<file path="src/rtl/picorv32_freeahb_bridge.sv">
// PicoRV32 native memory port to FreeAHB ahb_master user port bridge with posted writes.
// Optional read watchdog enabled by defining PICO_AHB_TIMEOUT_EN.
module picorv32_freeahb_bridge #(
  parameter int          WBUF_DEPTH     = 4,
  parameter int          TIMEOUT_CYCLES = 1024,
  parameter logic [31:0] ERR_RDATA      = 32'hDEADBEEF
) (
  input  logic                          clk,
  input  logic                          resetn,
  input  logic                          mem_valid,
  input  logic                          mem_instr,
  input  logic [31:0]                   mem_addr,
  input  logic [31:0]                   mem_wdata,
  input  logic [3:0]                    mem_wstrb,
  output logic                          mem_ready,
  output logic [31:0]                   mem_rdata,
  output logic                          freeahb_valid,
  output logic [31:0]                   freeahb_addr,
  output logic [2:0]                    freeahb_size,
  output logic                          freeahb_write,
  output logic                          freeahb_read,
  output logic [31:0]                   freeahb_wdata,
  output logic [31:0]                   freeahb_min_len,
  output logic                          freeahb_cont,
  output logic [3:0]                    freeahb_prot,
  output logic                          freeahb_lock,
  input  logic                          freeahb_next,
  input  logic [31:0]                   freeahb_rdata,
  input  logic                          freeahb_ready,
  output logic [$clog2(WBUF_DEPTH):0]   wbuf_level,
  output logic                          timeout_err
);

  localparam int PW = $clog2(WBUF_DEPTH);
  localparam int LW = PW + 1;
  localparam logic [PW-1:0] PTR_ONE  = PW'(1);
  localparam logic [LW-1:0] LVL_ONE  = LW'(1);
  localparam logic [LW-1:0] LVL_FULL = LW'(WBUF_DEPTH);

  typedef enum logic [2:0] {IDLE, WR_REQ, RD_REQ, RD_WAIT, RD_DONE} state_t;

  state_t            state_reg, state_next;
  logic [31:0]       addr_mem [WBUF_DEPTH];
  logic [31:0]       data_mem [WBUF_DEPTH];
  logic [3:0]        strb_mem [WBUF_DEPTH];
  logic [PW-1:0]     wr_ptr_reg, rd_ptr_reg;
  logic [LW-1:0]     level_reg;
  logic [3:0]        done_reg;
  logic              wr_ack_reg;
  logic [31:0]       rd_addr_reg;
  logic              rd_instr_reg;
  logic [31:0]       rdata_reg;

  logic [31:0]       head_addr, head_data;
  logic [3:0]        head_strb, rem_strb, first_bit;
  logic [1:0]        piece_lane;
  logic [2:0]        piece_size;
  logic              piece_last;
  logic              full, push, pop, rd_start, rd_capture;

  assign head_addr = addr_mem[rd_ptr_reg];
  assign head_data = data_mem[rd_ptr_reg];
  assign head_strb = strb_mem[rd_ptr_reg];
  assign rem_strb  = head_strb & ~done_reg;

  // Lowest strobe bit not yet sent: the next byte piece of a split write.
  genvar gi;
  generate
    for (gi = 0; gi < 4; gi++) begin : g_first
      assign first_bit[gi] = rem_strb[gi] && ((rem_strb & ((4'd1 << gi) - 4'd1)) == 4'd0);
    end
  endgenerate

  always_comb begin
    piece_size = 3'd0;
    piece_lane = {first_bit[3] | first_bit[2], first_bit[3] | first_bit[1]};
    piece_last = ((rem_strb & ~first_bit) == 4'd0);
    case (head_strb)
      4'b1111: begin piece_size = 3'd2; piece_lane = 2'd0; piece_last = 1'b1; end
      4'b0011: begin piece_size = 3'd1; piece_lane = 2'd0; piece_last = 1'b1; end
      4'b1100: begin piece_size = 3'd1; piece_lane = 2'd2; piece_last = 1'b1; end
      default: ;
    endcase
  end

  assign full = (level_reg == LVL_FULL);
  assign pop  = (state_reg == WR_REQ) && freeahb_next && piece_last;
  // wr_ack_reg blocks a second push of the request still held during its ready pulse.
  assign push = mem_valid && (mem_wstrb != 4'd0) && !wr_ack_reg && (!full || pop);

`ifdef PICO_AHB_TIMEOUT_EN
  localparam int TW = $clog2(TIMEOUT_CYCLES + 1);
  localparam logic [TW-1:0] TMO_LAST = TW'(TIMEOUT_CYCLES - 1);
  localparam logic [TW-1:0] TMO_ONE  = TW'(1);
  logic [TW-1:0] tmo_cnt_reg;
  logic          tmo_err_reg;
  logic          rd_timeout;
`endif

  always_comb begin
    state_next    = state_reg;
    freeahb_valid = 1'b0;
    freeahb_write = 1'b0;
    freeahb_read  = 1'b0;
    freeahb_addr  = 32'd0;
    freeahb_size  = 3'd0;
    freeahb_wdata = 32'd0;
    freeahb_prot  = 4'd0;
    rd_start      = 1'b0;
    rd_capture    = 1'b0;
`ifdef PICO_AHB_TIMEOUT_EN
    rd_timeout    = 1'b0;
`endif
    case (state_reg)
      IDLE: begin
        if (level_reg != '0) begin
          state_next = WR_REQ;
        end else if (mem_valid && (mem_wstrb == 4'd0)) begin
          state_next = RD_REQ;
          rd_start   = 1'b1;
        end
      end
      WR_REQ: begin
        freeahb_valid = 1'b1;
        freeahb_write = 1'b1;
        freeahb_addr  = (head_addr & 32'hFFFF_FFFC) | {30'd0, piece_lane};
        freeahb_size  = piece_size;
        freeahb_wdata = head_data;
        freeahb_prot  = 4'b0011;
        if (pop) state_next = IDLE;
      end
      RD_REQ: begin
        freeahb_valid = 1'b1;
        freeahb_read  = 1'b1;
        freeahb_addr  = rd_addr_reg & 32'hFFFF_FFFC;
        freeahb_size  = 3'd2;
        freeahb_prot  = {3'b001, ~rd_instr_reg};
        if (freeahb_next) state_next = RD_WAIT;
      end
      RD_WAIT: begin
        if (freeahb_ready) begin
          state_next = RD_DONE;
          rd_capture = 1'b1;
        end
`ifdef PICO_AHB_TIMEOUT_EN
        else if (tmo_cnt_reg == TMO_LAST) begin
          state_next = RD_DONE;
          rd_timeout = 1'b1;
        end
`endif
      end
      RD_DONE: state_next = IDLE;
      default: state_next = IDLE;
    endcase
  end

  always_ff @(posedge clk or negedge resetn) begin
    if (!resetn) begin
      state_reg    <= IDLE;
      wr_ptr_reg   <= '0;
      rd_ptr_reg   <= '0;
      level_reg    <= '0;
      done_reg     <= 4'd0;
      wr_ack_reg   <= 1'b0;
      rd_addr_reg  <= 32'd0;
      rd_instr_reg <= 1'b0;
      rdata_reg    <= 32'd0;
    end else begin
      state_reg  <= state_next;
      wr_ack_reg <= push;
      if (push) wr_ptr_reg <= wr_ptr_reg + PTR_ONE;
      if (pop)  rd_ptr_reg <= rd_ptr_reg + PTR_ONE;
      if (push && !pop)      level_reg <= level_reg + LVL_ONE;
      else if (pop && !push) level_reg <= level_reg - LVL_ONE;
      if (state_reg == WR_REQ && freeahb_next)
        done_reg <= piece_last ? 4'd0 : (done_reg | first_bit);
      if (rd_start) begin
        rd_addr_reg  <= mem_addr;
        rd_instr_reg <= mem_instr;
      end
      if (rd_capture) rdata_reg <= freeahb_rdata;
`ifdef PICO_AHB_TIMEOUT_EN
      else if (rd_timeout) rdata_reg <= ERR_RDATA;
`endif
    end
  end

  // Buffer storage has no reset; occupancy is tracked solely by the pointers.
  always_ff @(posedge clk) begin
    if (push) begin
      addr_mem[wr_ptr_reg] <= mem_addr;
      data_mem[wr_ptr_reg] <= mem_wdata;
      strb_mem[wr_ptr_reg] <= mem_wstrb;
    end
  end

`ifdef PICO_AHB_TIMEOUT_EN
  always_ff @(posedge clk or negedge resetn) begin
    if (!resetn) begin
      tmo_cnt_reg <= '0;
      tmo_err_reg <= 1'b0;
    end else begin
      if (state_reg == RD_REQ && freeahb_next) tmo_cnt_reg <= '0;
      else if (state_reg == RD_WAIT)           tmo_cnt_reg <= tmo_cnt_reg + TMO_ONE;
      if (rd_timeout) tmo_err_reg <= 1'b1;
    end
  end
  assign timeout_err = tmo_err_reg;
`else
  assign timeout_err = 1'b0;
`endif

  assign mem_ready       = wr_ack_reg | (state_reg == RD_DONE);
  assign mem_rdata       = rdata_reg;
  assign wbuf_level      = level_reg;
  assign freeahb_min_len = 32'd1;
  assign freeahb_cont    = 1'b0;
  assign freeahb_lock    = 1'b0;

endmodule
</file>
<file path="config.mk">
export PLATFORM = sky130hd
export DESIGN_NAME = picorv32_freeahb_bridge
export DESIGN_NICKNAME = d
export VERILOG_FILES = /design/src/rtl/picorv32_freeahb_bridge.sv
export SDC_FILE = /design/constraint.sdc
export NUM_CORES = 1
export LEC_CHECK = 0
export BUFFER_PORTS_ARGS = -buffer_cell sky130_fd_sc_hd__buf_4
export CAP_MARGIN = 0
export CORE_AREA = 2 2 169 171
export CTS_CLUSTER_SIZE = 40
export DETAILED_ROUTE_END_ITERATION = 8
export DIE_AREA = 0 0 171 173
export GPL_TIMING_DRIVEN = 0
export PLACE_DENSITY = 0.8
export SYNTH_ARGS = -nofsm -noshare
export SYNTH_HDL_FRONTEND = slang
export SYNTH_SLANG_ARGS = --single-unit
</file>
<file path="constraint.sdc">
create_clock -name clk -period 3.78 [get_ports clk]
set_input_delay 0.189 -clock clk [delete_from_list [all_inputs] [get_ports clk]]
set_output_delay 0.189 -clock clk [all_outputs]
set_load 0.1 [all_outputs]
</file>
==> summary.txt <==
Outcome
  • Outcome: completed

Place
  • Routability Congestion: roughly 0.77
  • Port Buf Inserts: 210
  • Placed Instances: about 1,400
  • Setup Slack @ Placement: just under 0.6 ns
  • Dpl hpwl: 18,700 microns

Synthesis
  • Top FF cell, synth: edfxtp_1
  • Flops & latches, synth: 342
  • Ranking of synthesized cells by area: edfxtp_1, dfrtp_1, mux4_2, nand2_1, mux2_2
  • Synth unique cells: 46
  • Synth Instances: just under 800
  • Total number of yosys warnings: 0
  • Seq/Total Area, Yosys: 0.721
  • Average instance area after synthesis: approximately 18 sq um
  • Mapped cell area: around 0.014 sq mm
  • EDFF count, synth: ~260
  • Synth top area share: 0.579
  • Asr flop ratio synth: 0.228
  • Synth area leader: edfxtp_1
  • Most frequent cell after synthesis: edfxtp_1
  • Synth top cells by count: edfxtp_1, nand2_1, dfrtp_1, mux4_2

Final layout
  • Fillers: around 1,900
  • Non-Filler Instances: ~1,600
  • Largest register FFs: roughly 130
  • Share of cells above drive strength 1: 0.360
  • Area delta synth->final: 32.8%
  • Reg with most FFs: data_mem
  • # nets final: 1,280
  • Final core occ: 0.659

Detailed routing
  • ANT nets after route: 0
  • DRT Pass-1 Iters: 5
  • Total wire length: approximately 31,000 microns
  • Vias per std cell: 5.18
  • Wire per inst: 19.8 microns
  • Drt drc: 0
  • Iter 0 DRT Violations: around 640
  • Via count: between 8,000 and 9,000

Clock tree
  • Clk_lat worst skew: approximately 0.51 ns
  • Clk buf depth: 3
  • Clock Sinks: 342
  • Total CTS buffers: 37
  • Clock root cell: clkbuf_16
  • H-tree depth: 2
  • CTS tree: yes
  • CTS resizes: 0
  • Worst-path clk slew: roughly 0.060 ns

Worst setup path
  • CP max stage delay: between 0.5 and 0.6 ns
  • CP Capture Type: output pin
  • Slowest stage cell, crit path: clkbuf_1
  • WP data arrival: ~3.2 ns
  • CP Max Fanout: 10
  • Crit-path most repeated cell: clkbuf_1
  • Critical path class: reg2out
  • Nature of the critical path startpoint: flip-flop
  • Worst Path Required: 3.59 ns
  • Crit-path leading delay family: buffers and inverters
  • Buffers and inverters on the worst path: 5
  • Critical path, cell by cell: clkbuf_1 > nand3b_1 > inv_1 > clkbuf_1 > clkbuf_1 > a22o_1 > buf_4

Floorplan
  • Starting density of the core: 0.496
  • Chip Height: around 170 microns
  • Core area: approximately 0.028 sq mm
  • Die W: around 170 microns
  • # IOs: around 250
  • DIE AREA: 0.0296 sq mm
  • Row Count: 61

STA
  • Final Hold Fails: 0
  • Final worst slack: ~0.42 ns
  • Fmax achieved: between 200 and 300 MHz
  • Post-route minimum period: about 3.4 ns
  • RSZ-0062 raised after global routing: false
  • Period utilisation layout: 0.890
  • Worst slew pin tran: ~1.1 ns
  • Pins Over Slew Limit: 0
  • Slew HR: 0.279
  • Setup Skew: approximately 0.011 ns
  • Final setup viols: 0
  • Setup TNS: 0 ns

GRT
  • Total track usage: 0.210
  • Pin count of the biggest net entering global routing: 79
  • Total gr overflow: 0
  • Number of global-route vias before repair: roughly 8,600
  • Number of antenna violations at the first check in global routing: 3
  • Wire length of the first global-routing pass: 47,200 microns

Min path
  • Worst hold path type: in2reg

Flow run
  • Max Cap Violations: 0
[final cells by class]
cell class / count / area, sq um / share of cell area
Sequential cell: 342 / 9880 / 0.543
Multi-Input combinational cell: 384 / 3450 / 0.190
Timing Repair Buffer: 316 / 2700 / 0.148
Clock buffer: 57 / 1060 / 0.0583
Buffer: 78 / 482 / 0.0265
Tap cell: 378 / 473 / 0.0260
Clock inverter: 10 / 108 / 0.00591
Inverter: 9 / 33.8 / 0.00186
Antenna cell: 3 / 7.51 / 0.000413
[kinds of logic (layout without fill, tap and decap cells)]
logic type,Yosys count,in the layout,synth area share
adders and majority gates,7,7,0.00685
DFF,342,342,0.721
and+or+nand+nor,173,173,0.0583
buffers and inverters,87,470,0.0376
AOI/OAI and AO/OA,56,56,0.0326
muxes,103,103,0.139
xor gates and xnor gates,7,7,0.00447
other,2,41,0.000548
[per-layer routing]
layer / vias up / routed length [microns] / global-route usage
met4: 0 / 1000 / 0.0770
met5: - / 0 / 0
li1: 3669 / - / -
met1: 4126 / 12500 / 0.261
met3: 83 / 1710 / 0.0472
met2: 286 / 16100 / 0.360
[through the flow]
stage / hold slack, ns / instance area, sq um
final: 0.100 / 18200
after global routing: 0.151 / 18200
after floorplan: -0.107 / 13800
after detailed placement: 0.384 / 16000
after global placement: 0.380 / 15900
after CTS: 0.0867 / 18200
[worst register-to-register path, delay by kind of cell, from the launching register on]
| kind | cells | cell delay [ns] |
|---|---|---|
| simple gates | 2 | 0.85 |
| buf+inv | 3 | 0.59 |
| compound gates | 2 | 0.48 |
| flops | 1 | 0.37 |
| mux | 1 | 0.30 |
| fa+ha+maj | 1 | 0.28 |
[worst paths after layout]
check / startpoint / end / slack [ns] / cells past startpoint
max: state_reg[0] / freeahb_addr[20] / 0.42 / 7
min reg2reg: mem_rdata[20] / mem_rdata[20] / 0.47 / 2
min: mem_valid / state_reg[1] / 0.10 / 4
max reg2reg: rd_ptr_reg[1] / data_mem[3][29] / 0.57 / 9
min in group asynchronous: resetn / rd_addr_reg[16] / 0.41 / 2
max in group asynchronous: resetn / rd_addr_reg[26] / 2.67 / 2
[placed cells by master (no fill, tap or decap), drive strengths merged, types with 12 or more instances in the layout]
master         n
a22o          30
and2          39
buf          268
clkbuf        81
conb          38
dfrtp         78
dlygate4sd3  102
edfxtp       264
inv           12
mux2          39
mux4          64
nand2        105
[repair_timing]
action,CTS,global route
setup endpoints to repair,0,0
endpoints found under the hold margin,407,0
setup buffers,0,0
hold buffers,102,0
Power is left out: the tool's default activity adds up to more than one toggle a clock period on the data nets, which glitch-free logic cannot reach.
